--- src/rtl/core_frame_loader_if.sv ---
// Bundle for the frame loader: task-scheduler load port plus pipeline issue port.
// The master is whoever drives frames and accepts instructions; the slave is the loader.
interface core_frame_loader_if #(
    parameter int INSN_W = 32,
    parameter int CNT_W  = 2,
    parameter int REG_W  = 16
);
    logic              Start;
    logic [CNT_W-1:0]  Insn_Load_Counter;
    logic [INSN_W-1:0] Insn_Data;
    logic              Init_R0_En;
    logic [REG_W-1:0]  Init_R0;
    logic              Ready;
    logic              insn_valid;
    logic [INSN_W-1:0] insn;
    logic              insn_ready;
    logic              pipe_idle;
    logic              r0_we;
    logic [REG_W-1:0]  r0_data;
    logic              load_err;

    modport master (
        output Start, Insn_Load_Counter, Insn_Data, Init_R0_En, Init_R0,
               insn_ready, pipe_idle,
        input  Ready, insn_valid, insn, r0_we, r0_data, load_err
    );

    modport slave (
        input  Start, Insn_Load_Counter, Insn_Data, Init_R0_En, Init_R0,
               insn_ready, pipe_idle,
        output Ready, insn_valid, insn, r0_we, r0_data, load_err
    );
endinterface

--- src/rtl/core_frame_loader.sv ---
// Loads a PARTS-word instruction frame in index order, issues it to the pipeline,
// then waits for the pipeline to drain before accepting the next frame.
//
// state | meaning
// IDLE  | ready for word 0 of a new frame
// LOAD  | collecting words 1..PARTS-1, Start may stall
// EXEC  | issuing frame words to the pipeline
// DRAIN | frame issued, waiting for pipe_idle
module core_frame_loader #(
    parameter int PARTS  = 4,
    parameter int INSN_W = 32,
    parameter int CNT_W  = 2,
    parameter int REG_W  = 16
) (
    input logic               clk,
    input logic               reset,
    core_frame_loader_if.slave bus
);
    typedef enum logic [1:0] {IDLE, LOAD, EXEC, DRAIN} state_t;

    localparam logic [CNT_W-1:0] LAST = CNT_W'(PARTS - 1);

    state_t            state_q, state_d;
    logic [CNT_W-1:0]  exp_q, exp_d;
    logic [CNT_W-1:0]  pc_q, pc_d;
    logic              err_q, err_d;
    logic              r0_we_q, r0_we_d;
    logic [REG_W-1:0]  r0_data_q, r0_data_d;
    logic              frame_we;
    logic [INSN_W-1:0] frame_q [PARTS];

    always_ff @(posedge clk) begin
        if (reset) begin
            state_q   <= IDLE;
            exp_q     <= '0;
            pc_q      <= '0;
            err_q     <= 1'b0;
            r0_we_q   <= 1'b0;
            r0_data_q <= '0;
        end else begin
            state_q   <= state_d;
            exp_q     <= exp_d;
            pc_q      <= pc_d;
            err_q     <= err_d;
            r0_we_q   <= r0_we_d;
            r0_data_q <= r0_data_d;
        end
    end

    // Frame storage needs no reset; it is always fully rewritten before issue.
    always_ff @(posedge clk) begin
        if (frame_we) begin
            frame_q[bus.Insn_Load_Counter] <= bus.Insn_Data;
        end
    end

    always_comb begin
        state_d   = state_q;
        exp_d     = exp_q;
        pc_d      = pc_q;
        err_d     = err_q;
        r0_we_d   = 1'b0;
        r0_data_d = r0_data_q;
        frame_we  = 1'b0;
        case (state_q)
            IDLE, LOAD: begin
                // exp is 0 in IDLE, so word 0 and later words share one check.
                if (bus.Start) begin
                    if (bus.Insn_Load_Counter == exp_q) begin
                        frame_we = 1'b1;
                        exp_d    = exp_q + 1'b1;
                        state_d  = LOAD;
                        if (state_q == IDLE && bus.Init_R0_En) begin
                            r0_we_d   = 1'b1;
                            r0_data_d = bus.Init_R0;
                        end
                        if (exp_q == LAST) begin
                            exp_d   = '0;
                            pc_d    = '0;
                            state_d = EXEC;
                        end
                    end else begin
                        err_d   = 1'b1;
                        exp_d   = '0;
                        state_d = IDLE;
                    end
                end
            end
            EXEC: begin
                if (bus.Start) err_d = 1'b1;
                if (bus.insn_ready) begin
                    if (pc_q == LAST) begin
                        pc_d    = '0;
                        state_d = DRAIN;
                    end else begin
                        pc_d = pc_q + 1'b1;
                    end
                end
            end
            DRAIN: begin
                if (bus.Start) err_d = 1'b1;
                if (bus.pipe_idle) state_d = IDLE;
            end
            default: state_d = IDLE;
        endcase
    end

    assign bus.Ready      = (state_q == IDLE) || (state_q == LOAD);
    assign bus.insn_valid = (state_q == EXEC);
    assign bus.insn       = frame_q[pc_q];
    assign bus.r0_we      = r0_we_q;
    assign bus.r0_data    = r0_data_q;
    assign bus.load_err   = err_q;
endmodule

--- src/flat_wrapper.sv ---
// flat-port wrapper written by rule: the top's interface ports become plain ports
module core_frame_loader_flat 
#(
    parameter int PARTS  = 4,
    parameter int INSN_W = 32,
    parameter int CNT_W  = 2,
    parameter int REG_W  = 16
)
  (clk, reset, bus_Start, bus_Insn_Load_Counter, bus_Insn_Data, bus_Init_R0_En, bus_Init_R0, bus_insn_ready, bus_pipe_idle, bus_Ready, bus_insn_valid, bus_insn, bus_r0_we, bus_r0_data, bus_load_err);
  core_frame_loader_if #(.INSN_W(INSN_W), .CNT_W(CNT_W), .REG_W(REG_W)) bus_i ();
  input logic clk;
  input logic reset;
  input wire logic [$bits(bus_i.Start)-1:0] bus_Start;
  input wire logic [$bits(bus_i.Insn_Load_Counter)-1:0] bus_Insn_Load_Counter;
  input wire logic [$bits(bus_i.Insn_Data)-1:0] bus_Insn_Data;
  input wire logic [$bits(bus_i.Init_R0_En)-1:0] bus_Init_R0_En;
  input wire logic [$bits(bus_i.Init_R0)-1:0] bus_Init_R0;
  input wire logic [$bits(bus_i.insn_ready)-1:0] bus_insn_ready;
  input wire logic [$bits(bus_i.pipe_idle)-1:0] bus_pipe_idle;
  output wire logic [$bits(bus_i.Ready)-1:0] bus_Ready;
  output wire logic [$bits(bus_i.insn_valid)-1:0] bus_insn_valid;
  output wire logic [$bits(bus_i.insn)-1:0] bus_insn;
  output wire logic [$bits(bus_i.r0_we)-1:0] bus_r0_we;
  output wire logic [$bits(bus_i.r0_data)-1:0] bus_r0_data;
  output wire logic [$bits(bus_i.load_err)-1:0] bus_load_err;
  assign bus_i.Start = bus_Start;
  assign bus_i.Insn_Load_Counter = bus_Insn_Load_Counter;
  assign bus_i.Insn_Data = bus_Insn_Data;
  assign bus_i.Init_R0_En = bus_Init_R0_En;
  assign bus_i.Init_R0 = bus_Init_R0;
  assign bus_i.insn_ready = bus_insn_ready;
  assign bus_i.pipe_idle = bus_pipe_idle;
  assign bus_Ready = bus_i.Ready;
  assign bus_insn_valid = bus_i.insn_valid;
  assign bus_insn = bus_i.insn;
  assign bus_r0_we = bus_i.r0_we;
  assign bus_r0_data = bus_i.r0_data;
  assign bus_load_err = bus_i.load_err;
  core_frame_loader #(.PARTS(PARTS), .INSN_W(INSN_W), .CNT_W(CNT_W), .REG_W(REG_W)) u_core (.clk(clk), .reset(reset), .bus(bus_i));
endmodule
--- config.mk ---
export PLATFORM = sky130hd
export DESIGN_NAME = core_frame_loader_flat
export DESIGN_NICKNAME = d
export VERILOG_FILES = /design/src/rtl/core_frame_loader_if.sv /design/src/rtl/core_frame_loader.sv /design/src/flat_wrapper.sv
export SDC_FILE = /design/constraint.sdc
export NUM_CORES = 1
export LEC_CHECK = 0
export CAP_MARGIN = 15
export CORE_AREA = 2 2 110 112
export DETAILED_ROUTE_END_ITERATION = 8
export DIE_AREA = 0 0 112 114
export GPL_TIMING_DRIVEN = 0
export PLACE_DENSITY = 0.83
export SYNTH_ARGS = -nofsm -noshare
export SYNTH_HDL_FRONTEND = slang
export SYNTH_SLANG_ARGS = --single-unit
--- constraint.sdc ---
create_clock -name clk -period 6.8 [get_ports clk]
set_input_delay 2.04 -clock clk [delete_from_list [all_inputs] [get_ports clk]]
set_output_delay 2.04 -clock clk [all_outputs]
set_load 0.02 [all_outputs]
==> flow_metrics.tcl, run 1 <==
set metrics [dict create \
    ioPinCount 108 \
    dp_hpwl_um 7707 \
    insertion_delay_ps 400 \
    cts-hold-fix-buffers 0 \
    layout-drive-gt1-share_pct 20.22 \
    power.total_mw 2.027 \
    postCtsResizedCells 0 \
    rows 40 \
    cts_root_buffer "clkbuf_16" \
    antenna_found_initial 0 \
    top_usage_layer "met2" \
    postLayoutCoreUtil_pct 67.17 \
    ant_nets 0 \
    die_y_um 114 \
    relSlewSlack_pct 35.52 \
    port_buffers 106 \
    yosysWarnings 0 \
    clockBufferDepth 2 \
    coreArea_mm2 0.01171 \
    clk_pin_slew_ps 60 \
    fin_nets 491 \
    cp.required_ps 6920 \
    p_leak_nw 2.546 \
    synthTopCellsByArea "edfxtp_1 65%, mux4_2 12%, dfxtp_1 8.8%, nand2b_1 3.7%, mux2i_1 2.7%" \
    ys_types 32 \
    design_area_mm2 0.007866 \
    first_global_vias 3491 \
    crit_path_max_incr_delay_ps 730 \
    crit_family "buffers and inverters" \
    finalHoldViolCount 0 \
    cp-start-kind "input pin" \
    yosys.area.top_type "edfxtp_1" \
    vias 3182 \
    grt_pass1_wl_um 18010 \
    routabilityCongestion 0.7657 \
    remaining_drc_errors 0 \
    status "complete, no violations" \
    min_period_ps 4548 \
    use_met1_pct 22.28 \
    yosysMostFrequentCell "edfxtp_1" \
    fin_cells 592 \
    ys_ff_latch 154 \
    setup_viol 0 \
    worst-setup-path-type "in -> reg" \
    drtIter0Drc 188 \
    use_met2_pct 31.92 \
    yosysSeqAreaShare_pct 74.04 \
    synth_top_area_share_pct 65.21 \
    tightest_slew_ps 961.9 \
    syn_area_per_cell_um2 19.91 \
    synth_commonest_cells "128 x edfxtp_1, 35 x nand2b_1, 32 x mux4_2" \
    synth_edf_count 128 \
    cp_num_buf_inv 5 \
    first_pass_iters 4 \
    drv_cap 0 \
    cp_slowest_cell "nor3_2" \
    grt_max_degree 17 \
    post_cts_buffers 0 \
    overflow 0 \
    use_met3_pct 6.961 \
    worst_path_most_repeated_cell "buf_8" \
    async_reset_ff_share_pct 0 \
    synth_flop_cell "edfxtp_1" \
    wirelength_um 11290 \
    grt_util_all_layers_pct 18.70 \
    syn-num-nets 354 \
    cts_buffers 17 \
    ir_worst_vdd_mv 0.1500 \
    clock.fmax_ghz 0.2199 \
    start_util_pct 50.33 \
    dp_slack_ps 1793 \
    slew_viol_final 0 \
    clock_skew_ps 8.271 \
    cp.arrival_ps 4660 \
    rsz0062_at_grt "no" \
    via_per_inst 5.375 \
    dpl_cell_area_mm2 0.007310 \
    cp-end-kind "flop" \
    dpl.cell_count 561 \
    wl_per_cell_um 19.06 \
    fin_ws_ps 2252 \
    pwr_density_cell_mw_per_mm2 257.7 \
    crit_path_max_fanout 10 \
    finalCritPeriodShare_pct 66.89 \
    cts.sinks 154 \
    path_cells "clkdlybuf4s50_1 > nand2b_2 > or3_1 > buf_2 > nor3_2 > buf_8 > buf_8 > buf_6" \
    n_antenna_cell 0 \
    htreeDepth 4 \
    netlist_area_mm2 0.005894 \
    syn_inst 296 \
    cts_tree "done" \
    synthToLayoutAreaGrowth_pct 33.45 \
    die_area_mm2 0.01277 \
    die_x_um 112 \
    hold_class "reg -> reg" \
]
## logic make-up (layout without fill, tap and decap cells)
kind of cell               count (synthesis)  after routing  share of synthesized area, %
DFF                                      154            154                         74.04
adders and majority gates                  2              2                        0.4245
AOI/OAI and AO/OA                         10             10                         1.444
and+or+nand+nor                           61             61                         6.878
muxes                                     48             48                         14.94
buffers and inverters                     19            168                         1.719
xor gates and xnor gates                   2              2                        0.5519
## power by group
| group | internal, mW | switching (mW) |
|---|---|---|
| combinational | 0.0529 | 0.0427 |
| clock | 0.536 | 0.353 |
| sequential | 1.04 | 0.00541 |
| total | 1.63 | 0.402 |
## per-layer routing
layer	part of all wire (%)	vias to the layer above
li1	-	1453
met1	41	1602
met2	51	112
met3	6.8	15
met4	1.7	0
met5	0	-
## worst min-delay path: cells and delay by family, from the launching register on
family           cells  cell delay, ps
muxes                1              60
DFF                  1             310
and+or+nand+nor      1              60
## layout by cell type, fill, tap and decap left out, types with 2 or more instances in the layout
cell type,count
nand2_1,2
xor2_2,2
clkinvlp_4,3
clkinv_2,4
clkbuf_1,9
inv_1,4
nor2_1,3
o32ai_1,2
o21ai_0,3
inv_6,2
nand3b_1,5
clkdlybuf4s50_1,106
buf_2,5
dfxtp_1,26
buf_8,4
mux4_2,32
clkbuf_16,17
nor4_1,3
mux2i_1,16
ha_1,2
nor3_2,4
edfxtp_1,128
buf_6,9
bufinv_16,2
nand2b_1,35
or4_1,2
## per-stage QoR
step           hold slack, ps  setup TNS (ps)
6_report                476.0               0
4_1_cts                 481.1               0
5_1_grt                 504.2               0
3_5_place_dp            461.6               0
3_3_place_gp            456.7         -124100
2_1_floorplan           492.9               0
## worst paths after layout
check,startpoint,end,slack [ps],cells past startpoint
worst max-delay path,bus_Start,u_core.frame_q[0][24],2250,8
worst min-delay path,u_core.bus.r0_data[0],u_core.bus.r0_data[0],480,2
worst max register to register,u_core.exp_q[1],u_core.frame_q[0][24],4110,7
worst min register to register,u_core.bus.r0_data[0],u_core.bus.r0_data[0],480,2
## registers in the layout, indices dropped and copies added, names as in the netlist, named ones only
name and count:
u_core.bus.load_err 1, u_core.bus.r0_we 1, u_core.bus.r0_data 16, u_core.frame_q 128
u_core.pc_q 2, u_core.state_q 2, u_core.exp_q 2
## cell type report
class | count | area, µm²
Multi-Input combinational cell | 123 | 1449
Inverter | 4 | 15.01
Fill cell | 786 | 3845
Clock inverter | 12 | 123.9
Buffer | 15 | 86.33
Clock buffer | 19 | 432.9
Sequential cell | 154 | 4364
Tap cell | 147 | 183.9
Timing Repair Buffer | 118 | 1211
(Power assumes the default switching activity.)
==> run 2: changes to the inputs <==
clock period = 4.7 ns   (was 6.8 ns; I/O delays follow)
==> results of run 2 <==
The final DEF is identical to that of run 1. Status: complete, no violations.
Main changes from that run: setup slack after placement 1793 ps -> 323.2 ps; setup slack after layout 2252 ps -> 781.6 ps; register-to-register setup slack 4110 ps -> 2010 ps; total power 2.027 mW -> 2.932 mW; worst IR drop on VDD 0.1500 mV -> 0.2169 mV
==> RTL edit 1, RTL diff (config.mk and constraints of run 2) <==
`PARTS` is set to 4 in 2 places; all go to 8.
--- a/src/rtl/core_frame_loader.sv
+++ b/src/rtl/core_frame_loader.sv
@@ -8,5 +8,5 @@
 // DRAIN | frame issued, waiting for pipe_idle
 module core_frame_loader #(
-    parameter int PARTS  = 4,
+    parameter int PARTS  = 8,
     parameter int INSN_W = 32,
     parameter int CNT_W  = 2,
--- a/src/flat_wrapper.sv
+++ b/src/flat_wrapper.sv
@@ -2,5 +2,5 @@
 module core_frame_loader_flat 
 #(
-    parameter int PARTS  = 4,
+    parameter int PARTS  = 8,
     parameter int INSN_W = 32,
     parameter int CNT_W  = 2,
Function: no difference found for any inputs over 4 cycles, from zero or initial values and one cycle with reset high; that may be too few to reach the edited logic, so the function may still have changed.
==> RTL edit 1 against run 2 <==
  * Non-clock buffer count is 1 lower
  * Power is 0.40% lower
  * Setup slack better by 0.14 ns
  * Worst hold slack worse by 0.0016 ns
  * Count of clock-buffer cells in the layout is 1 higher
  * Area after synthesis is 0.40% lower
  * Sequential cell count stayed put
  * First-iteration DRC count is 6.4% lower
  * Routed wire length is 4.9% lower
  * Die area stayed put
  * Design area is 0.32% lower
  * Cell count is 0.17% lower
  * Combinational power hardly changed
  * Sequential share of layout area is 0.18 points higher
==> RTL edit 1: results (changes against run 2) <==
.. list-table::
   :header-rows: 1

   * - Metric
     - Value
   * - Routed via count
     - 3,129 (was 3,182)
   * - Worst setup margin
     - 0.923 ns (was 0.782 ns)
   * - Setup Crit Path Kind
     - reg2out (was in2reg)
   * - Sequential share of the synthesized area
     - 74.3% (was 74.0%)
   * - Vias in the first global route
     - 3,351 (was 3,491)
   * - Post-synthesis adder-cell area fraction
     - 0.426% (was 0.425%)
   * - Reg2Reg Depth
     - 5 (was 7)
   * - Combined global-route utilization of all metal layers
     - 17.7% (was 18.7%)
   * - FF-to-FF setup slack
     - 2.47 ns (was 2.01 ns)
   * - Count of unique library cells instantiated by Yosys
     - 33 (was 32)
   * - Hold-critical path endpoint
     - u_core.bus.r0_data[5] (was u_core.bus.r0_data[0])
   * - Multiplexer fraction of the synthesized cell area
     - 15.0% (was 14.9%)
   * - Placer Congestion
     - 0.699 (was 0.766)
   * - Post-synthesis xor/xnor area fraction
     - 0.853% (was 0.552%)
   * - Status
     - finished clean (unchanged)
   * - Fraction of final layout cells with drive strength greater than 1
     - 19.4% (was 20.2%)
   * - # nets final
     - 489 (was 491)
   * - Detailed-routing iteration count for the pre-antenna-repair pass
     - 5 (was 4)
   * - Commonest cells in the netlist
     - 128 x sky130_fd_sc_hd__edfxtp_1, 33 x sky130_fd_sc_hd__nand2b_1, 32 x sky130_fd_sc_hd__mux4_2 (was 128 x sky130_fd_sc_hd__edfxtp_1, 35 x sky130_fd_sc_hd__nand2b_1, 32 x sky130_fd_sc_hd__mux4_2)
   * - Worst reg2reg path endpoint
     - u_core.frame_q[0][19] (was u_core.frame_q[0][24])
   * - Dpl cell area
     - 0.00728 mm^2 (was 0.00731 mm^2)
   * - Leading cell types by total area after synthesis
     - sky130_fd_sc_hd__edfxtp_1 65%, sky130_fd_sc_hd__mux4_2 12%, sky130_fd_sc_hd__dfxtp_1 8.9% (was sky130_fd_sc_hd__edfxtp_1 65%, sky130_fd_sc_hd__mux4_2 12%, sky130_fd_sc_hd__dfxtp_1 8.8%)
   * - Share of the core filled with cells in the final layout
     - 67.0% (was 67.2%)
   * - Instance count after placement with tap cells included
     - 559 (was 561)
   * - Static Leakage
     - 0.00254 uW (was 0.00255 uW)
   * - Worst clock skew on the final layout
     - 0.00615 ns (was 0.00827 ns)
   * - Post-Synthesis Mean Instance Area
     - 20.0 um^2 (was 19.9 um^2)
   * - Postcts setup bufs
     - 0 (unchanged)
   * - Syn nets
     - 351 (was 354)
   * - Count of input and output buffers
     - 107 (was 106)
   * - Startpoint of the worst-slack reg-to-reg timing path
     - u_core.exp_q[0] (was u_core.exp_q[1])
   * - 1st-iter DRT viols
     - 176 (was 188)
   * - Synth Area in Compound Gates
     - 1.26% (was 1.44%)
   * - Worst hold path startpoint
     - u_core.bus.r0_data[5] (was u_core.bus.r0_data[0])
   * - Fin Hold WS
     - 0.474 ns (was 0.476 ns)
   * - Psw
     - 567 uW (was 581 uW)
   * - Number of vias per cell
     - 5.29 (was 5.38)
   * - Fillers
     - 797 (was 786)
-- RTL edit 1: metal layers --
metal	track usage [%]	part of all wire, %
met5	0	0
met4	6.10	1.1
met3	5.53	7.3
met2	29.7	50
met1	22.2	41
-- RTL edit 1: cell type report --
class	count	area share, %
Buffer	13	0.989
Clock buffer	20	5.57
Clock inverter	12	1.58
Inverter	4	0.191
Multi-Input combinational cell	122	18.3
Sequential cell	154	55.7
Tap cell	147	2.35
Timing Repair Buffer	119	15.4
-- RTL edit 1: power groups by stage --
stage	Combinational [uW]	Sequential, uW	Clock, uW
5_1_grt	147	1510	1370
2_1_floorplan	43.2	1540	0
4_1_cts	139	1510	1310
3_3_place_gp	128	1540	0
6_report	138	1510	1280
3_5_place_dp	138	1540	0
-- RTL edit 1: worst max-delay path, stage by stage, from the launching register on --
cell and delay, ns:
sky130_fd_sc_hd__dfxtp_1 0.44, sky130_fd_sc_hd__clkbuf_1 0.54, sky130_fd_sc_hd__mux4_2 0.40, sky130_fd_sc_hd__clkdlybuf4s50_1 0.58
==> RTL edit 2, RTL diff (config.mk and constraints of run 2) <==
Without the edit above. Encoding of `state_t`: now Gray code (2 bits for 4 states).
--- a/src/rtl/core_frame_loader.sv
+++ b/src/rtl/core_frame_loader.sv
@@ -17,5 +17,5 @@
     core_frame_loader_if.slave bus
 );
-    typedef enum logic [1:0] {IDLE, LOAD, EXEC, DRAIN} state_t;
+    typedef enum logic [1:0] {IDLE = 2'b00, LOAD = 2'b01, EXEC = 2'b11, DRAIN = 2'b10} state_t;
 
     localparam logic [CNT_W-1:0] LAST = CNT_W'(PARTS - 1);
Behaviour: same outputs for any inputs over 4 cycles, from zero or initial values and one cycle with reset high; so few cycles prove little.
==> RTL edit 2 against run 2 <==
  * Power rose by 5.5%
  * Setup slack got worse by 0.10 ns
  * Area after synthesis fell by 1.2%
  * Routed wire length rose by 5.6%
  * Design area rose by 0.30%
  * Sequential cell count did not move
  * Core utilization rose by 0.20 points
  * Largest power group unchanged
  * Register-to-register slack got worse by 0.14 ns
  * Sequential power barely moved
  * Non-clock buffer count rose by 6
==> RTL edit 2: results (changes against run 2) <==
.. list-table::
   :header-rows: 1

   * - Metric
     - Value
   * - Detailed Place HPWL
     - 8090 um (was 7710 um)
   * - Commonest cells in the netlist
     - 128 x sky130_fd_sc_hd__edfxtp_1, 33 x sky130_fd_sc_hd__nand2b_1, 32 x sky130_fd_sc_hd__mux4_2 (was 128 x sky130_fd_sc_hd__edfxtp_1, 35 x sky130_fd_sc_hd__nand2b_1, 32 x sky130_fd_sc_hd__mux4_2)
   * - Multiplexer fraction of the synthesized cell area
     - 15.1% (was 14.9%)
   * - Vias in the first global route
     - 3,402 (was 3,491)
   * - Instance count after placement with tap cells included
     - 567 (was 561)
   * - Fillers
     - 771 (was 786)
   * - Post-synthesis xor/xnor area fraction
     - 0.301% (was 0.552%)
   * - 1st-iter DRT viols
     - 191 (was 188)
   * - Net switching share of the total power
     - 18.7% (was 19.8%)
   * - Worst hold path startpoint
     - u_core.bus.r0_data[7] (was u_core.bus.r0_data[0])
   * - Cell with the largest stage delay on the worst path
     - sky130_fd_sc_hd__nor4_2 (was sky130_fd_sc_hd__nor3_2)
   * - Worst supply voltage drop on vdd
     - 0.270 mV (was 0.217 mV)
   * - Leading cell types by total area after synthesis
     - sky130_fd_sc_hd__edfxtp_1 66%, sky130_fd_sc_hd__mux4_2 12%, sky130_fd_sc_hd__dfxtp_1 8.9% (was sky130_fd_sc_hd__edfxtp_1 65%, sky130_fd_sc_hd__mux4_2 12%, sky130_fd_sc_hd__dfxtp_1 8.8%)
   * - Post-synthesis adder-cell area fraction
     - 0.430% (was 0.425%)
   * - Fin Hold WS
     - 0.476 ns (about the same)
   * - Sequential share of the synthesized area
     - 74.9% (was 74.0%)
   * - # nets final
     - 497 (was 491)
   * - Clock latency reported for the late side of the worst-skew pair
     - 0.41 ns
   * - Number of vias per cell
     - 5.35 (was 5.38)
   * - Fraction of final layout cells with drive strength greater than 1
     - 20.1% (was 20.2%)
   * - Critical path launch point
     - bus_Insn_Load_Counter[1] (was bus_Start)
   * - Worst setup margin
     - 0.678 ns (was 0.782 ns)
   * - Psw
     - 580 uW (was 581 uW)
   * - Status
     - finished clean (unchanged)
   * - Static Leakage
     - 0.00258 uW (was 0.00255 uW)
   * - Final Instance Count excl. Fillers
     - 599 (was 592)
   * - FF-to-FF setup slack
     - 1.87 ns (was 2.01 ns)
   * - Reg2Reg Depth
     - 6 (was 7)
   * - Count of unique library cells instantiated by Yosys
     - 33 (was 32)
   * - Clock distribution power
     - 1450 uW (was 1290 uW)
   * - Share of total power in sequential cells
     - 48.7% (was 51.4%)
   * - Critical Path Sink
     - u_core.frame_q[0][10] (was u_core.frame_q[0][24])
   * - Worst clock skew on the final layout
     - 0.00863 ns (was 0.00827 ns)
   * - Synth Area in Compound Gates
     - 1.50% (was 1.44%)
   * - Dpl cell area
     - 0.00726 mm^2 (was 0.00731 mm^2)
   * - CP Max Fanout
     - 8 (was 10)
   * - Placer Congestion
     - 0.774 (was 0.766)
RTL edit 2: changes by cell type after synthesis, sizes merged, moves of 3 or more:
| cell | before | now |
|---|---|---|
| nor3 | 6 | 1 |
| nand3b | 5 | 2 |
| a21oi | 0 | 3 |
| nand2b | 36 | 33 |
RTL edit 2: final cells by class:
class                           count  area (um^2)  share of cell area [%]
Sequential cell                   154         4360                    55.3
Multi-Input combinational cell    122         1390                    17.6
Timing Repair Buffer              126         1220                    15.5
Clock buffer                       19          433                    5.49
Clock inverter                     13          199                    2.52
Tap cell                          147          184                    2.33
Buffer                             13         77.6                   0.983
Inverter                            5         18.8                   0.238
RTL edit 2: metal layers:
layer / vias to the layer above / routed length, um / GRT usage [%]
met1: 1608 / 4690 / 23.0
met4: 0 / 101 / 6.75
li1: 1469 / - / -
met3: 6 / 765 / 6.70
met5: - / 0 / 0
met2: 121 / 6370 / 34.6
